--- config.mk ---
export PLATFORM = sky130hd
export DESIGN_NAME = ram8_write_arb
export DESIGN_NICKNAME = d
export VERILOG_FILES = /design/src/rtl/hack_arb_pkg.sv /design/src/rtl/dmux8way.sv /design/src/rtl/ram8_write_arb.sv
export SDC_FILE = /design/constraint.sdc
export NUM_CORES = 1
export LEC_CHECK = 0
export CAP_MARGIN = 25
export CORE_MARGIN = 10
export CORE_UTILIZATION = 39
export CTS_CLUSTER_SIZE = 28
export DETAILED_ROUTE_END_ITERATION = 10
export MAX_ROUTING_LAYER = met4
export PLACE_DENSITY = 0.9
export SYNTH_ARGS = -nofsm -noshare
export SYNTH_HDL_FRONTEND = slang
export SYNTH_SLANG_ARGS = --single-unit
--- constraint.sdc ---
create_clock -name clk -period 5 [get_ports clk]
set_input_delay 0.75 -clock clk [delete_from_list [all_inputs] [get_ports clk]]
set_output_delay 0.75 -clock clk [all_outputs]
set_load 0.005 [all_outputs]
--- src/rtl/hack_arb_pkg.sv ---
// Shared constants, state type and round-robin helper for the RAM8 write arbiter.
package hack_arb_pkg;

  localparam int unsigned NREQ  = 8;
  localparam int unsigned SEL_W = 3;

  typedef enum logic {ARB, LOCKED} arb_state_e;

  // First set bit of elig, searching start, start+1, ... with wrap at NREQ.
  function automatic logic [SEL_W-1:0] rr_pick(input logic [NREQ-1:0]  elig,
                                               input logic [SEL_W-1:0] start);
    logic [SEL_W-1:0] idx;
    logic [SEL_W-1:0] pick;
    pick = start;
    for (int i = NREQ - 1; i >= 0; i--) begin
      idx = start + SEL_W'(i);
      if (elig[idx]) pick = idx;
    end
    return pick;
  endfunction

endpackage

--- src/rtl/dmux8way.sv ---
// 1-to-8 demultiplexer: routes in to the output selected by sel, all others 0.
module dmux8way (
  input  logic       in,
  input  logic [2:0] sel,
  output logic       a,
  output logic       b,
  output logic       c,
  output logic       d,
  output logic       e,
  output logic       f,
  output logic       g,
  output logic       h
);

  always_comb begin
    a = in && (sel == 3'd0);
    b = in && (sel == 3'd1);
    c = in && (sel == 3'd2);
    d = in && (sel == 3'd3);
    e = in && (sel == 3'd4);
    f = in && (sel == 3'd5);
    g = in && (sel == 3'd6);
    h = in && (sel == 3'd7);
  end

endmodule

--- src/rtl/ram8_write_arb.sv ---
// Round-robin arbiter feeding one registered write per cycle into a RAM8.
// Optional grant-hold feature enabled by defining ARB_LOCK_EN.
module ram8_write_arb
  import hack_arb_pkg::*;
#(
  parameter int unsigned WIDTH = 16
) (
  input  logic             clk,
  input  logic             reset,
  input  logic [NREQ-1:0]  req,
  input  logic [NREQ-1:0]  lock,
  input  logic [WIDTH-1:0] data [NREQ],
  input  logic             ready,
  output logic             load,
  output logic [SEL_W-1:0] sel,
  output logic [WIDTH-1:0] out,
  output logic [NREQ-1:0]  gnt
);

  logic             r_load, w_load_d;
  logic [SEL_W-1:0] r_sel, w_sel_d;
  logic [WIDTH-1:0] r_out, w_out_d;
  logic [SEL_W-1:0] r_ptr, w_ptr_d;
  logic [NREQ-1:0]  w_elig;
  logic [SEL_W-1:0] w_start;
  logic [SEL_W-1:0] w_win;

  // Last cycle's winner is masked so a still-high req is not written twice.
  assign w_elig = req & ~gnt;
  assign w_win  = rr_pick(w_elig, w_start);

`ifdef ARB_LOCK_EN
  arb_state_e r_state, w_state_d;

  // Leaving LOCKED restarts the search just after the held requester.
  assign w_start = (r_state == LOCKED) ? r_sel + SEL_W'(1) : r_ptr;

  always_comb begin
    w_state_d = r_state;
    w_load_d  = 1'b0;
    w_sel_d   = r_sel;
    w_out_d   = r_out;
    w_ptr_d   = r_ptr;
    unique case (r_state)
      ARB: begin
        if (ready && (|w_elig)) begin
          w_load_d  = 1'b1;
          w_sel_d   = w_win;
          w_out_d   = data[w_win];
          w_ptr_d   = w_win + SEL_W'(1);
          w_state_d = lock[w_win] ? LOCKED : ARB;
        end
      end
      LOCKED: begin
        if (ready) begin
          if (req[r_sel] && lock[r_sel]) begin
            w_load_d = 1'b1;
            w_out_d  = data[r_sel];
          end else begin
            w_state_d = ARB;
            w_ptr_d   = w_start;
            if (|w_elig) begin
              w_load_d  = 1'b1;
              w_sel_d   = w_win;
              w_out_d   = data[w_win];
              w_ptr_d   = w_win + SEL_W'(1);
              w_state_d = lock[w_win] ? LOCKED : ARB;
            end
          end
        end
      end
      default: w_state_d = ARB;
    endcase
  end

  always_ff @(posedge clk or posedge reset) begin
    if (reset) r_state <= ARB;
    else       r_state <= w_state_d;
  end
`else
  logic w_unused_lock;
  assign w_unused_lock = ^lock;
  assign w_start       = r_ptr;

  always_comb begin
    w_load_d = 1'b0;
    w_sel_d  = r_sel;
    w_out_d  = r_out;
    w_ptr_d  = r_ptr;
    if (ready && (|w_elig)) begin
      w_load_d = 1'b1;
      w_sel_d  = w_win;
      w_out_d  = data[w_win];
      w_ptr_d  = w_win + SEL_W'(1);
    end
  end
`endif

  always_ff @(posedge clk or posedge reset) begin
    if (reset) begin
      r_load <= 1'b0;
      r_sel  <= '0;
      r_out  <= '0;
      r_ptr  <= '0;
    end else begin
      r_load <= w_load_d;
      r_sel  <= w_sel_d;
      r_out  <= w_out_d;
      r_ptr  <= w_ptr_d;
    end
  end

  assign load = r_load;
  assign sel  = r_sel;
  assign out  = r_out;

  dmux8way u_dmux (
    .in  (r_load),
    .sel (r_sel),
    .a   (gnt[0]),
    .b   (gnt[1]),
    .c   (gnt[2]),
    .d   (gnt[3]),
    .e   (gnt[4]),
    .f   (gnt[5]),
    .g   (gnt[6]),
    .h   (gnt[7])
  );

endmodule

== Yosys cells after proc, flatten, opt, wreduce, memory -nomap -nowiden ==
Index checks and enable logic that the tools add are counted.

* Output and inout bits: 28
* Word-level logic and storage cells: 70
* Flip-flop bits (word level): 23
* Input port bits: 147

* Add/subtract/negate cells: 8
* Equal/unequal tests: 7
* Order comparisons: 9
* Muxes and demuxes: 28
* Bitwise operators: 3
* Reduce and logical (&&, ||, !) cells: 11

{| class="wikitable"
|+ Operators by type and width
! kind !! number
|-
| $bmux 16 s3 || 1
|-
| $lt 3x4->1 const B || 8
|-
| $mux 16 || 2
|-
| $bmux 1 s3 || 8
|-
| $mux 3 || 8
|-
| $add 3x3->3 const B || 4
|-
| $eq 3x3->1 const B || 4
|-
| $logic_and 1x1->1 || 9
|-
| $mux 1 || 9
|-
| $and 8x8->8 || 1
|-
| $not 8->8 || 1
|-
| $reduce_or 8->1 || 1
|-
| $add 3x1->3 const B || 2
|-
| $add 3x2->3 const B || 2
|-
| $eq 3x2->1 const B || 2
|-
| $ge 4x4->1 const B || 1
|-
| $not 3->4 || 1
|-
| $eq 3x1->1 const B || 1
|-
| $logic_not 3->1 || 1
|}

== Longest topological paths before layout ==
Gate-level depths: netlist of the first run.

* Depth in word-level cells: 18
* Mapped depth: 17

== Modules after synthesis ==
Synthesis of the first run repeated with hierarchy kept, for this count alone.

* Cell total of the unflattened synthesis: 382
* Area, all modules: 3408.3 sq um

{| class="wikitable"
|+ By module, submodules not included
! module !! instances !! cells each !! area an instance (sq um)
|-
| ram8_write_arb || 1 || 374 || 3313.2
|-
| dmux8way || 1 || 8 || 95.1
|}

== Least setup slack after synthesis of the first run ==
Ideal clock, no wire load.

* Kind: register to register
* From: register r_ptr[0]
* To: register r_out[0] (netlist: out[0])
* Stages on the path, launching flop included: 15
* Path slack: 0.908 ns
* Path buffers: 4
* Clock period less this slack: 4.092 ns
* Data arrival time: 3.966 ns
* Required time: 4.874 ns
* Cell sequence: dfrtp_1 > inv_1 > buf_2 > ha_1 > clkbuf_2 > clkbuf_1 > o32ai_1 > mux2i_1 > mux2_2 > o31ai_1 > a31oi_4 > xnor2_4 > buf_6 > mux4_2 > a221o_1

* Longest elaborated chain between the ends: 15
* Elaborated cells between the ends (all ways): 35
* Classes of those cells: 7 x add/sub; 27 x mux; 1 x bitwise

{| class="wikitable"
|+ RTL lines
! what !! RTL line !! text
|-
| start: declaration || ram8_write_arb.sv:23 || <nowiki>logic [SEL_W-1:0] r_ptr, w_ptr_d;</nowiki>
|-
| start signal: assignment || ram8_write_arb.sv:109 || <nowiki>r_ptr <= w_ptr_d;</nowiki>
|-
| $add 3x3->3 || hack_arb_pkg.sv:16 || <nowiki>idx = start + SEL_W'(i);</nowiki>
|-
| $bmux 1 s3 || hack_arb_pkg.sv:17 || <nowiki>if (elig[idx]) pick = idx;</nowiki>
|-
| $mux 1 (not written as such) || hack_arb_pkg.sv:17 ||
|-
| $mux 3 (7 in a row) || hack_arb_pkg.sv:17 ||
|-
| $mux 3 (*) || hack_arb_pkg.sv:17 ||
|-
| $not 3->4 (not written as such) (*) || ram8_write_arb.sv:93 || <nowiki>w_out_d = data[w_win];</nowiki>
|-
| $bmux 16 s3 (*) || ram8_write_arb.sv:93 ||
|-
| $mux 16 (not written as such) (*) (2 in a row) || ram8_write_arb.sv:93 ||
|-
| end signal: assignment || ram8_write_arb.sv:108 || <nowiki>r_out <= w_out_d;</nowiki>
|-
| end: declaration || ram8_write_arb.sv:22 || <nowiki>logic [WIDTH-1:0] r_out, w_out_d;</nowiki>
|}

Mark *: on every way between the ends. The rest lies on a longest branch, timed or not. The select of a mux whose other input is x is not followed.
A chain may end at the register's enable or synchronous reset.

== Worst setup path after layout of the first run ==
* From: register r_ptr[1]
* To: register r_out[4] (netlist: out[4])

Same word-level chain as after synthesis.

==> run summary, run 1 <==
Transition time of the tightest slew-check pin: 0.957 ns
RSZ-0062 raised after global routing: false
Port Buffers: 166
PwrDens: 959 nW/um2
Status: finished, final reports clean
Synthesized net count: 436
DR WL/cell: 23.9 um
Area of the multi-input gates: 2260 um2
Clock latency on the worst-skew pair: 0.26 ns
Share of cells above drive strength 1: 14.0%
Fmax: 243 MHz
Slew headroom: 36.2%
Crit path largest cell delay: 0.60 ns
Die area: 11900 um2
Vias/cell: 6.09
Synth cell types: 60
Vias: 3276
# DRC: 0
Syn Area/Cell: 10.8 um2
Fin. Hold Viols: 0
Internal power: 2.65 mW
Largest net degree at the start of global routing: 35
Die height: 109 um
Max-slew violations: 0
Routed WL: 12900 um
Crit path kind: flip-flop to flip-flop
Hold-fix buffers, CTS: 0
Antenna violations before repair: 1
DR pass1 iterations: 4
CP Max Fanout: 34
Part of the cycle the worst path needs: 82.5%
Core Region: 7730 um2
# setup viols final: 0
DRT iter0 DRCs: 146
Critical Path AT: 4.28 ns
Top_reg_cell synth: dfrtp_1
Sw Pwr: 2.00 mW
Grt ovf: 0
CTS Buffer Depth: 2
Reg power frac: 8.8%
Dpl hpwl: 10900 um
Clk_skew: 0.00612 ns
Setup crit end kind: flip-flop
Post-CTS Setup Inserts: 0
Post-synth EDFFs: 0
Post-CTS Resized: 0
Synth warn: 0
Die Width: 109 um
H-tree lvl count: 1
Sw frac: 43.1%
Area Overhead vs Synth: 56.8%
Setup TNS: 0 ns
Initial Utilization: 40.1%
Clk slew on worst S/H paths: 0.08 ns
Data required, critical path: 5.15 ns
Lkg Pwr: 1.85 nW
Commonest non-fill, non-tap cell in the layout: clkdlybuf4s50_1
Register area share after synthesis: 18.6%
Final ANT Viol Nets: 0
Clock power share: 2.5%
Row count: 32
Inserted Clock Buffers: 3
Sum of buffers and inverters on the critical path: 3
Gate power share: 88.7%
Post-synth ARST share: 100%
Clock root buffer: clkbuf_8
Register area: 576 um2
All-Layer GR Usage: 21.9%
Commonest non-fill, non-tap cells in the layout: clkdlybuf4s50_1 (166), mux4_2 (34), dfrtp_1 (23)
Vias in the first global route: 3561
CTS sink cnt: 23
Peak VDD IR: 0.600 mV
Worst setup margin: 0.877 ns
Post-placement worst setup slack: 0.731 ns
CP startpoint kind: flip-flop
Worst path cell trace: clkinv_1 > ha_1 > inv_1 > o32ai_1 > mux2i_1 > mux2_2 > o31ai_1 > a31oi_4 > xnor2_4 > buf_12 > mux4_1 > a221o_1
Gpl congestion: 0.888
Largest delay contributor family on the critical path: compound AO/OA/AOI/OAI gates
Syn Inst Count: 286
CTS tree: done
Crit path time final: 4.12 ns
I/O pin cnt: 175
Final net count: 586
Max_cap viols: 0
First-pass GRT wire length: 19600 um
Filler Cell Count: 559
R2R setup slack: 0.88 ns
Mapped Area: 3100 um2
Slowest cell on the critical path: mux4_1
Min-Delay Path Class: flip-flop to flip-flop
Synth Register Bits: 23
## Yosys cell counts, types with 4 or more instances
library cell   n  area share (%)
dfrtp_1       23              19
and2_1        18             3.6
nor2_1        14             1.7
o21ai_0        4            0.65
buf_6          6             2.2
mux4_2        34              25
buf_2          9             1.5
o32ai_1       12             3.4
a21oi_1        5            0.81
mux2i_1        7             2.3
clkbuf_1       8            0.97
nand2b_1      11             2.2
nand2_1       19             2.3
nor3_1         6            0.97
buf_4          9             2.2
a221o_1       16             5.2
mux4_1         7             5.9
inv_1         16             1.9
## kinds of logic after synthesis
group	share of synthesized area, %
buf+inv	9.01
simple gates	15.6
flops	18.6
compound gates	20.1
fa+ha+maj	1.21
xor+xnor	1.46
mux	34.0
## power by group through the flow
| stage | registers (mW) | clock network [mW] | logic (mW) |
|---|---|---|---|
| 2_1_floorplan | 0.349 | 0 | 3.29 |
| 3_3_place_gp | 0.401 | 0 | 4.01 |
| 3_5_place_dp | 0.407 | 0 | 4.11 |
| 4_1_cts | 0.408 | 0.116 | 4.14 |
| 5_1_grt | 0.424 | 0.125 | 4.45 |
| 6_report | 0.410 | 0.117 | 4.13 |
## layout make-up
cell class	count	area share, %
clock buffer	4	0.928
inverter	17	1.32
timing repair buffer	178	36.7
multi-input combinational	213	46.5
tap	102	2.63
antenna	1	0.0516
sequential	23	11.9
## registers in the layout, indices dropped and copies added, names as in the netlist
name,cells
load,1
out,16
r_ptr,3
sel,3
## stage by stage
step | instances | cell area [um2] | total power, mW | utilization [%] | hold slack [ns]
floorplan | 286 | 3100 | 3.63 | - | 0.570
global placement | 532 | 4790 | 4.41 | 62.0 | 0.568
detailed placement | 532 | 4790 | 4.52 | 62.0 | 0.569
CTS | 536 | 4840 | 4.66 | 62.6 | 0.599
global route | 538 | 4850 | 5.00 | 62.8 | 0.636
finish | 538 | 4850 | 4.65 | 62.8 | 0.597
## path summary, 6_finish.rpt
kind,startpoint,to,cells past startpoint
worst max-delay path,r_ptr[1]$_DFFE_PP0P_,out[4]$_DFFE_PP0P_,12
worst min-delay path,out[7]$_DFFE_PP0P_,out[7]$_DFFE_PP0P_,2
worst max register to register,r_ptr[1]$_DFFE_PP0P_,out[4]$_DFFE_PP0P_,12
worst min register to register,out[7]$_DFFE_PP0P_,out[7]$_DFFE_PP0P_,2
max in group asynchronous,reset,out[12]$_DFFE_PP0P_,2
min in group asynchronous,reset,sel[1]$_DFFE_PP0P_,2
## layer usage
metal / GRT usage [%] / routed length (um)
met4: 8.38 / 389
met3: 6.31 / 1140
met1: 23.6 / 4550
met2: 37.4 / 6760
met5: - / 0
## worst min-delay path: cells and delay by family, from the launching register on
kind            cells  cell delay (ns)
flops               1             0.35
simple gates        1             0.12
compound gates      1             0.09
(Power assumes the default switching activity.)
==> run 2: changes to the inputs <==
Clock period 5 ns to 3.93 ns, I/O delays scaled along.
==> run 2 against run 1 <==
  * Clock skew down 0.00083 ns
  * Wire length up 4.2%
  * Clock power up 24%
  * Sequential share of layout area down 0.39 points
  * Sequential power up 20%
  * Flip-flop and latch count unchanged
  * Non-clock buffer count up 16
  * First-iteration DRC count up 26%
  * Fmax up 10%
  * Critical endpoint is now out[14]$_DFFE_PP0P_
  * Largest cell class unchanged
  * Largest power group unchanged
==> run summary, run 2 (synthesized netlist as in run 1, its figures left out) <==
Status: finished, final reports clean
Clock root buffer: clkbuf_8
CTS sink cnt: 23 (unchanged)
Die area: 11900 um2 (unchanged)
Commonest non-fill, non-tap cells in the layout: clkdlybuf4s50_1 (166), mux4_2 (34), buf_4 (26)
Share of cells above drive strength 1: 18.6% (+4.6 points)
Fmax: 268 MHz (+10%)
CTS tree: done
CTS Buffer Depth: 2 (unchanged)
Initial Utilization: 40.1% (unchanged)
H-tree lvl count: 1 (unchanged)
Hold path startpoint: out[6]$_DFFE_PP0P_
Final ANT Viol Nets: 0 (unchanged)
Transition time of the tightest slew-check pin: 0.849 ns (-0.108 ns)
Vias: 3375 (+3.0%)
Internal power: 3.64 mW (+38%)
Reg power frac: 7.8% (-1.0 points)
Placed cell areas: 4930 um2 (+2.8%)
First-pass GRT wire length: 20100 um (+2.5%)
Max_cap viols: 0 (unchanged)
Vias in the first global route: 3634 (+2.0%)
Dpl hpwl: 11300 um (+3.3%)
Data required, critical path: 4.07 ns (-1.08 ns)
Critical Path AT: 3.88 ns (-0.40 ns)
Die height: 109 um (unchanged)
Setup crit end kind: flip-flop
Gpl congestion: 0.974 (+9.6%)
R2R Path Start: sel[2]$_DFFE_PP0P_
Slew headroom: 43.3% (+7.2 points)
Crit path time final: 3.73 ns (-0.390 ns)
Gate power share: 89.9% (+1.2 points)
Clk slew on worst S/H paths: 0.08 ns (about the same)
# DRC: 0 (unchanged)
Row count: 32 (unchanged)
Sw frac: 42.4% (-0.62 points)
R2r worst-path depth: 12 (unchanged)
Hold-fix buffers, CTS: 0 (unchanged)
Hold endpoint: out[6]$_DFFE_PP0P_
Setup TNS: 0 ns (unchanged)
Largest net degree at the start of global routing: 35 (unchanged)
CP startpoint kind: flip-flop
Clock power share: 2.3% (-0.2 points)
Clock latency on the worst-skew pair: 0.26 ns (about the same)
Filler Cell Count: 553 (-1.1%)
All-Layer GR Usage: 22.5% (+0.54 points)
Lkg Pwr: 1.94 nW (+4.9%)
Commonest non-fill, non-tap cell in the layout: clkdlybuf4s50_1
I/O pin cnt: 175 (unchanged)
Antenna violations before repair: 1 (unchanged)
R2R Path End: out[14]$_DFFE_PP0P_
DR WL/cell: 24.2 um (+1.2%)
# setup viols final: 0 (unchanged)
Peak VDD IR: 0.917 mV (+53%)
Fin cells: 554 (+3.0%)
Final Cell Area: 5020 um2 (+3.4%)
DR pass1 iterations: 4 (unchanged)
Core Region: 7730 um2 (unchanged)
Finished Core Util: 64.9% (+2.1 points)
Routed WL: 13400 um (+4.2%)
Clk_skew: 0.00530 ns (-0.000827 ns)
Crit path kind: flip-flop to flip-flop
Part of the cycle the worst path needs: 95.0% (+13 points)
Placed cells: 549 (+3.2%)
Vias/cell: 6.09 (about the same)
Final net count: 602 (+2.7%)
Hold path depth: 2 (unchanged)
Inserted Clock Buffers: 3 (unchanged)
CP Max Fanout: 34 (unchanged)
Die Width: 109 um (unchanged)
Min-Delay Path Class: flip-flop to flip-flop
Sw Pwr: 2.69 mW (+34%)
R2R setup slack: 0.20 ns (-0.68 ns)
Max FFs per register: 16 (unchanged)
Max-slew violations: 0 (unchanged)
DRT iter0 DRCs: 184 (+26%)
Area Overhead vs Synth: 62.0%
Grt ovf: 0 (unchanged)
Port Buffers: 166 (unchanged)
Fin. Hold Viols: 0 (unchanged)
PwrDens: 1260 nW/um2 (+32%)
Post-route total power: 6.33 mW (+36%)
==> run 2: cell type report <==
type / instances / area (um2) / area share, %
multi-input cells: 213 / 2300 / 45.9
repair buffers: 194 / 1900 / 37.8
flip-flops and latches: 23 / 576 / 11.5
well taps: 102 / 128 / 2.54
inverters: 17 / 63.8 / 1.27
clock buffers: 3 / 41.3 / 0.823
clock inverters: 1 / 5.00 / 0.0998
diodes: 1 / 2.50 / 0.0499
==> run 2: layer usage <==
layer  wire (um)  vias up  track usage [%]
met5           0        -                -
met4         492        0             9.04
met3        1240       34             7.02
met2        6900      195             37.5
met1        4760     1662             24.4
li1            -     1484                -
==> run 2: timing repair <==
item,4_1_cts,5_1_grt
gates resized for setup,1,6
cloned,0,0
setup endpoints to repair,13,17
setup buffers,0,0
==> run 2: critical path, cell delays in order (launching register included) <==
cell       delay (ns)
dfrtp_1          0.49
and4b_1          0.44
o32ai_1          0.12
buf_4            0.16
mux4_2           0.46
buf_4            0.16
mux2_2           0.25
o21a_1           0.17
o2111ai_1        0.26
o2111ai_4        0.16
buf_12           0.21
mux4_2           0.34
a221o_1          0.38
==> run 2: worst max path at each step <==
stage,startpoint,endpoint,slack [ns]
3_3_place_gp,req[3],out[8]$_DFFE_PP0P_,-0.0008
3_5_place_dp,req[3],out[0]$_DFFE_PP0P_,-0.09
2_1_floorplan,r_ptr[0]$_DFFE_PP0P_,out[0]$_DFFE_PP0P_,0.003
5_1_grt,r_ptr[1]$_DFFE_PP0P_,r_ptr[2]$_DFFE_PP0P_,-0.001
6_report,sel[2]$_DFFE_PP0P_,out[14]$_DFFE_PP0P_,0.20
4_1_cts,r_ptr[1]$_DFFE_PP0P_,out[5]$_DFFE_PP0P_,0.002
==> run 2: through the flow <==
stage / hold WS, ns / setup WS [ns]
2_1_floorplan: 0.570 / 0.00309
3_3_place_gp: 0.568 / -0.000840
6_report: 0.599 / 0.197
3_5_place_dp: 0.574 / -0.0946
4_1_cts: 0.605 / 0.00231
5_1_grt: 0.633 / -0.00100
==> run 2: power by group through the flow <==
stage | Clock (mW) | Sequential [mW] | Combinational [mW]
2_1_floorplan | 0 | 0.444 | 4.26
3_5_place_dp | 0 | 0.484 | 5.58
6_report | 0.145 | 0.492 | 5.69
5_1_grt | 0.159 | 0.511 | 6.10
4_1_cts | 0.148 | 0.488 | 5.65
3_3_place_gp | 0 | 0.477 | 5.44
